### src/rtl/div_cu_pkg.sv
// Shared definitions for the SRT radix-2 divider control unit.
// Holds the controller state encoding and the adder/quotient mux codes
// that the datapath decodes on its leftAddMux_sel, rightAddMux_sel and
// QCorrectBitMux_sel pins.
package div_cu_pkg;

    // Controller phases, in the order a normal division walks them.
    typedef enum logic [3:0] {
        S_IDLE,
        S_CLR,
        S_LOAD,
        S_NORM,
        S_COMPL,
        S_ITER,
        S_LAST,
        S_RCORR,
        S_LDCNT,
        S_DENORM,
        S_DONE
    } state_t;

    // Left adder operand select (remainder side).
    localparam logic [1:0] ADD_CS   = 2'b00; // sum + carry
    localparam logic [1:0] ADD_NOTD = 2'b01; // ~D (+1 via mode)
    localparam logic [1:0] ADD_D    = 2'b10; // R + D
    localparam logic [1:0] ADD_ND   = 2'b11; // R - D

    // Right adder operand select (quotient side).
    localparam logic [1:0] Q_CONV = 2'b00; // Q - NQ conversion
    localparam logic [1:0] Q_CORR = 2'b01; // +/-1 correction
    localparam logic [1:0] Q_NOT  = 2'b10;

    // Quotient correction bit select.
    localparam logic QCB_INC = 1'b0; // Q + 1
    localparam logic QCB_DEC = 1'b1; // Q - 1

    // The divisor is normalised once the two bits below its sign differ.
    function automatic logic is_normalised(input logic [1:0] mag);
        return mag[1] ^ mag[0];
    endfunction

endpackage

### src/rtl/div_cu_iter_counter.sv
// Local iteration counter of the divider control unit.
// Ports: clk, rst (async high), clear, inc -> terminal (count == TERM).
module div_cu_iter_counter #(
    parameter int           W    = 6,
    parameter logic [W-1:0] TERM = '1
) (
    input  logic clk,
    input  logic rst,
    input  logic clear,
    input  logic inc,
    output logic terminal
);

    logic [W-1:0] count;

    always_ff @(posedge clk or posedge rst) begin
        if (rst) begin
            count <= '0;
        end else if (clear) begin
            count <= '0;
        end else if (inc) begin
            count <= count + 1'b1;
        end
    end

    assign terminal = (count == TERM);

endmodule

### src/rtl/divisor_unit_cu.sv
// Sequencing controller for the carry-save SRT radix-2 divider datapath.
// Ports: clk, rst, start/busy/done/dbz handshake, dividend_msb plus the
// datapath status lines (tc, signS, magnitudeD) in, and every datapath
// enable/select out. Controls are decoded from the registered state;
// status lines only steer them in NORM, RCORR and DENORM.
module divisor_unit_cu
    import div_cu_pkg::*;
#(
    parameter int PARALLELISM = 32,
    parameter int CNT_W       = 6
) (
    input  logic       clk,
    input  logic       rst,
    input  logic       start,
    input  logic       dividend_msb,
    input  logic       tc,
    input  logic       signS,
    input  logic [1:0] magnitudeD,
    output logic       busy,
    output logic       done,
    output logic       dbz,
    output logic       csa_clear,
    output logic       divisor_en,
    output logic       divisor_lShift,
    output logic       notDivisor_en,
    output logic       saveReminder,
    output logic       sumHMux_sel,
    output logic       sum_en,
    output logic       carry_en,
    output logic [1:0] leftAddMux_sel,
    output logic [1:0] rightAddMux_sel,
    output logic       QCorrectBitMux_sel,
    output logic       leftAddMode,
    output logic       rightAddMode,
    output logic       reminder_en,
    output logic       reminder_rShift,
    output logic       quotient_en,
    output logic       counterMux_sel,
    output logic       count_upDown,
    output logic       count_load,
    output logic       count_en,
    output logic       counterReg_en
);

    state_t state;
    state_t state_next;

    logic cnt_clear;
    logic cnt_inc;
    logic cnt_term;
    logic normalised;

    assign normalised = is_normalised(magnitudeD);

    div_cu_iter_counter #(
        .W    (CNT_W),
        .TERM (CNT_W'(PARALLELISM - 1))
    ) u_iter_cnt (
        .clk      (clk),
        .rst      (rst),
        .clear    (cnt_clear),
        .inc      (cnt_inc),
        .terminal (cnt_term)
    );

    // Next-state logic.
    always_comb begin
        state_next = state;
        unique case (state)
            S_IDLE:   if (start) state_next = S_CLR;
            S_CLR:    state_next = S_LOAD;
            S_LOAD:   state_next = S_NORM;
            S_NORM: begin
                if (normalised) begin
                    state_next = S_COMPL;
                end else if (cnt_term) begin
                    // Never normalised within the operand width: D == 0.
                    state_next = S_DONE;
                end
            end
            S_COMPL:  state_next = S_ITER;
            S_ITER:   if (cnt_term) state_next = S_LAST;
            S_LAST:   state_next = S_RCORR;
            S_RCORR:  state_next = S_LDCNT;
            S_LDCNT:  state_next = S_DENORM;
            S_DENORM: if (tc) state_next = S_DONE;
            S_DONE:   state_next = S_IDLE;
            default:  state_next = S_IDLE;
        endcase
    end

    // State register and the handshake outputs, which are registered
    // copies of where the FSM is heading.
    always_ff @(posedge clk or posedge rst) begin
        if (rst) begin
            state <= S_IDLE;
            busy  <= 1'b0;
            done  <= 1'b0;
            dbz   <= 1'b0;
        end else begin
            state <= state_next;
            busy  <= (state_next != S_IDLE);
            done  <= (state_next == S_DONE);
            if (state == S_LOAD) begin
                dbz <= 1'b0;
            end else if (state == S_NORM && !normalised && cnt_term) begin
                dbz <= 1'b1;
            end
        end
    end

    // Datapath control decode.
    always_comb begin
        csa_clear          = 1'b0;
        divisor_en         = 1'b0;
        divisor_lShift     = 1'b0;
        notDivisor_en      = 1'b0;
        saveReminder       = 1'b0;
        sumHMux_sel        = 1'b0;
        sum_en             = 1'b0;
        carry_en           = 1'b0;
        leftAddMux_sel     = ADD_CS;
        rightAddMux_sel    = Q_CONV;
        QCorrectBitMux_sel = QCB_INC;
        leftAddMode        = 1'b0;
        rightAddMode       = 1'b0;
        reminder_en        = 1'b0;
        reminder_rShift    = 1'b0;
        quotient_en        = 1'b0;
        counterMux_sel     = 1'b0;
        count_upDown       = 1'b0;
        count_load         = 1'b0;
        count_en           = 1'b0;
        counterReg_en      = 1'b0;
        cnt_clear          = 1'b0;
        cnt_inc            = 1'b0;
        unique case (state)
            S_CLR: begin
                csa_clear = 1'b1;
            end
            S_LOAD: begin
                divisor_en     = 1'b1;
                sum_en         = 1'b1;
                sumHMux_sel    = 1'b0;
                // Datapath counter starts at 1 so the saved value is
                // shifts + 1 and DENORM can count down to tc.
                count_load     = 1'b1;
                counterMux_sel = 1'b0;
                cnt_clear      = 1'b1;
            end
            S_NORM: begin
                if (normalised) begin
                    counterReg_en = 1'b1;
                end else if (!cnt_term) begin
                    divisor_lShift = 1'b1;
                    count_en       = 1'b1;
                    count_upDown   = 1'b1;
                    cnt_inc        = 1'b1;
                end
            end
            S_COMPL: begin
                // ~D + 1: the two's complement used by the iterations.
                leftAddMux_sel = ADD_NOTD;
                leftAddMode    = 1'b1;
                notDivisor_en  = 1'b1;
                cnt_clear      = 1'b1;
            end
            S_ITER: begin
                sumHMux_sel = 1'b1;
                sum_en      = 1'b1;
                carry_en    = 1'b1;
                cnt_inc     = 1'b1;
            end
            S_LAST: begin
                saveReminder    = 1'b1;
                leftAddMux_sel  = ADD_CS;
                leftAddMode     = 1'b0;
                reminder_en     = 1'b1;
                rightAddMux_sel = Q_CONV;
                rightAddMode    = 1'b1;
                quotient_en     = 1'b1;
            end
            S_RCORR: begin
                // Remainder sign must match the dividend sign.
                if (signS && !dividend_msb) begin
                    leftAddMux_sel     = ADD_D;
                    leftAddMode        = 1'b0;
                    reminder_en        = 1'b1;
                    rightAddMux_sel    = Q_CORR;
                    QCorrectBitMux_sel = QCB_DEC;
                    rightAddMode       = 1'b0;
                    quotient_en        = 1'b1;
                end else if (!signS && dividend_msb) begin
                    leftAddMux_sel     = ADD_ND;
                    reminder_en        = 1'b1;
                    rightAddMux_sel    = Q_CORR;
                    QCorrectBitMux_sel = QCB_INC;
                    quotient_en        = 1'b1;
                end
            end
            S_LDCNT: begin
                count_load     = 1'b1;
                counterMux_sel = 1'b1;
            end
            S_DENORM: begin
                if (!tc) begin
                    reminder_rShift = 1'b1;
                    count_en        = 1'b1;
                    count_upDown    = 1'b0;
                end
            end
            default: ;
        endcase
    end

endmodule

### config.mk
export PLATFORM = sky130hd
export DESIGN_NAME = divisor_unit_cu
export DESIGN_NICKNAME = d
export VERILOG_FILES = /design/src/rtl/div_cu_pkg.sv /design/src/rtl/div_cu_iter_counter.sv /design/src/rtl/divisor_unit_cu.sv
export SDC_FILE = /design/constraint.sdc
export NUM_CORES = 1
export LEC_CHECK = 0
export BUFFER_PORTS_ARGS = -buffer_cell sky130_fd_sc_hd__buf_4
export CORE_MARGIN = 2
export CORE_UTILIZATION = 30
export DETAILED_ROUTE_END_ITERATION = 16
export PLACE_DENSITY = 0.56
export SYNTH_ARGS = -nofsm -noshare
export SYNTH_HDL_FRONTEND = slang
export SYNTH_SLANG_ARGS = --single-unit
### constraint.sdc
create_clock -name clk -period 3.91 [get_ports clk]
set_input_delay 0.1955 -clock clk [delete_from_list [all_inputs] [get_ports clk]]
set_output_delay 0.1955 -clock clk [all_outputs]
set_load 0.005 [all_outputs]
==> results_dict.tcl <==
set metrics [dict create \
    period_share_pct 56.20 \
    total_leakage_power_nw 0.6014 \
    post-place-ws_ns 2.002 \
    yosysSeqAreaShare_pct 33.46 \
    synth_top_family_by_area "simple AND/OR/NAND/NOR gates" \
    post-route-min-period_ns 2.197 \
    end_kind "output pin" \
    switching_share_pct 42.72 \
    power.switching_mw 0.3296 \
    maxCapViolCount 0 \
    synth_edf_count 0 \
    n_antenna_cell 0 \
    slowest_delay_ns 0.48 \
    cp_common_cell "inv_1" \
    max_slew_margin_pct 60.43 \
    synth-simple-area-share_pct 29.21 \
    syn_area_um2 972.2 \
    worstHoldPathType "in -> reg" \
    grt_max_degree 15 \
    postCtsSetupRepairBufs 0 \
    area_delta_synth_final_pct 26.13 \
    fin_util_pct 39.84 \
    cts_repair_resize_count 0 \
    boundaryPins 34 \
    clock.fmax_mhz 455.1 \
    drtIter0Drc 19 \
    fp.dieArea_mm2 0.003712 \
    drc 0 \
    slowest_stage "o311ai_2" \
    ys_seq_elements 13 \
    multi_input_area_um2 539.3 \
    cts_buffer_depth 2 \
    synthTopCellsByArea "dfrtp_1 33%, a21oi_1 4.6%, buf_4 4.6%, nand2_1 4.6%, mux2i_1 4.1%" \
    ys.flop_type "dfrtp_1" \
    portBuffers 32 \
    timing.setup.tns_ns 0 \
    wl_per_cell_um 11.86 \
    synthArstFlopShare_pct 100.0 \
    htree_levels 1 \
    final-setup-viol-count 0 \
    cp_max_fo 7 \
    hold_buffers 1 \
    drt-total-wl_mm 2.206 \
    cts_tree "done" \
    grt_pass1_vias 779 \
    final_cells 186 \
    place_congestion 0.8812 \
    num-nets-final 154 \
    placed_area_mm2 0.001190 \
    grt_first_pass_wirelength_mm 3.477 \
    hold-worst-slack_ns 0.3500 \
    clk_latency_ns 0.28 \
    syn_nets 126 \
    critPathKind "reg -> out" \
    fin_area_mm2 0.001226 \
    synth_mux_area_share_pct 5.277 \
    fillers 334 \
    yosysUniqueCellTypes 37 \
    antenna_found_initial 0 \
    yosysWarnings 0 \
    drive_gt1_share_pct 32.39 \
    fp.dieH_um 60.93 \
    cts_buffers 3 \
    grt_overflow_total 0 \
    slew_viol_final 0 \
    synthAdderAreaFrac_pct 3.861 \
    synth_top_cell_by_area "dfrtp_1" \
    core-area_mm2 0.003078 \
    synthCells 115 \
    start_kind "flop" \
    synth-compound-area-share_pct 14.93 \
    cp.arrival_ns 2.00 \
    die_w_um 60.93 \
    power_density_mw_per_mm2 629.2 \
    start_util_pct 31.59 \
    dr.pass1.iters 4 \
    skew_ns 0.003663 \
    place_inst 181 \
    pwr-share-seq_pct 31.6 \
    synth-xor-area-share_pct 1.802 \
    path_cells "ha_1 > inv_1 > o311ai_2 > inv_1 > or2_2 > buf_4" \
    rsz0062_at_grt "false" \
    postSynthAreaPerCell_um2 8.454 \
    hpwl_mm 1.829 \
    final_hold_viol_count 0 \
    vias 870 \
    p_clk_share_pct 10.6 \
    avgViaCountPerCell 4.677 \
    peakVddDrop_uv 262.5 \
    synth_top_area_share_pct 33.46 \
    ant_nets 0 \
    cts-root-buf "clkbuf_4" \
    cp.required_ns 3.71 \
    final.setup.worst_slack_ns 1.713 \
    clock-sinks 13 \
    cellInternalPower_mw 0.4419 \
    status "complete, no violations" \
    worst_slew_pin_slew_ns 0.5894 \
    grtUsageTotal_pct 12.57 \
    total_power_mw 0.7715 \
    final-seq-area_um2 325.3 \
    p_comb_share_pct 57.8 \
    rows 20 \
    clk_pin_slew_ns 0.07 \
]
power by group through the flow:
stage | combinational, mW | sequential (mW) | clock (mW)
3_3_place_gp | 0.440 | 0.243 | 0
4_1_cts | 0.453 | 0.243 | 0.0855
5_1_grt | 0.505 | 0.254 | 0.0944
3_5_place_dp | 0.451 | 0.246 | 0
6_report | 0.446 | 0.244 | 0.0820
2_1_floorplan | 0.362 | 0.201 | 0
cells in the final DEF (no fill, tap or decap), drive strengths merged, types with 3 or more instances in the layout:
master  count
buf        32
o21ai       4
nand2b      6
dfrtp      13
clkbuf      4
inv         8
ha          3
nand3       5
nor2       10
nand2      12
a21oi       9
or2         3
mux2i       4
routing by layer:
layer / part of all wire (%) / vias up / track usage, %
met5: 0 / - / 0
met4: 0.63 / 0 / 3.727
met3: 6.0 / 3 / 4.904
met2: 51 / 21 / 21.04
met1: 42 / 402 / 14.94
li1: - / 444 / -
final timing paths:
path                                startpoint                  end  slack, ns  depth (start not counted)
min in group asynchronous                  rst             state[0]       0.49                          3
setup / recovery           u_iter_cnt.count[0]             count_en       1.71                          6
setup reg to reg                      state[2]                 busy       2.05                          4
max in group asynchronous                  rst  u_iter_cnt.count[5]       3.10                          3
hold / removal                           start             state[0]       0.35                          4
hold reg to reg                            dbz                  dbz       0.49                          1
synth_stat cells, drive strengths merged, types with 2 or more instances:
cell    instances
nor2b           2
and3            2
or2             3
nand2b          6
nor2           10
inv             8
o221ai          2
nand3           5
dfrtp          13
mux2i           4
ha              3
o21ai           4
nor3            2
a21oi           9
and4bb          2
o22ai           2
buf            10
and2            2
nand2          12
kinds of logic after synthesis:
logic type	Yosys count
buffers and inverters	18
AND/OR/NAND/NOR	51
XOR/XNOR	2
adder cells (fa/ha/maj)	3
multiplexers	5
other	1
flip-flops	13
AO/OA/AOI/OAI	22
critical path: cells and delay by family, from the launching register on:
kind / cells / cell delay (ns)
and+or+nand+nor: 1 / 0.31
buffers and inverters: 3 / 0.33
adders and majority gates: 1 / 0.20
AOI/OAI and AO/OA: 1 / 0.48
DFF: 1 / 0.40
registers in the layout (all words and copies together) (netlist names):
name / count
u_iter_cnt.count: 6
state: 4
busy: 1
dbz: 1
done: 1
layout make-up:
type / instances / area share [%]
multi-input combinational: 84 / 43.98
sequential: 13 / 26.53
timing repair buffer: 33 / 20.41
tap: 44 / 4.490
inverter: 8 / 2.449
clock buffer: 4 / 2.143
Note: power is estimated with default switching activity, not from simulation.
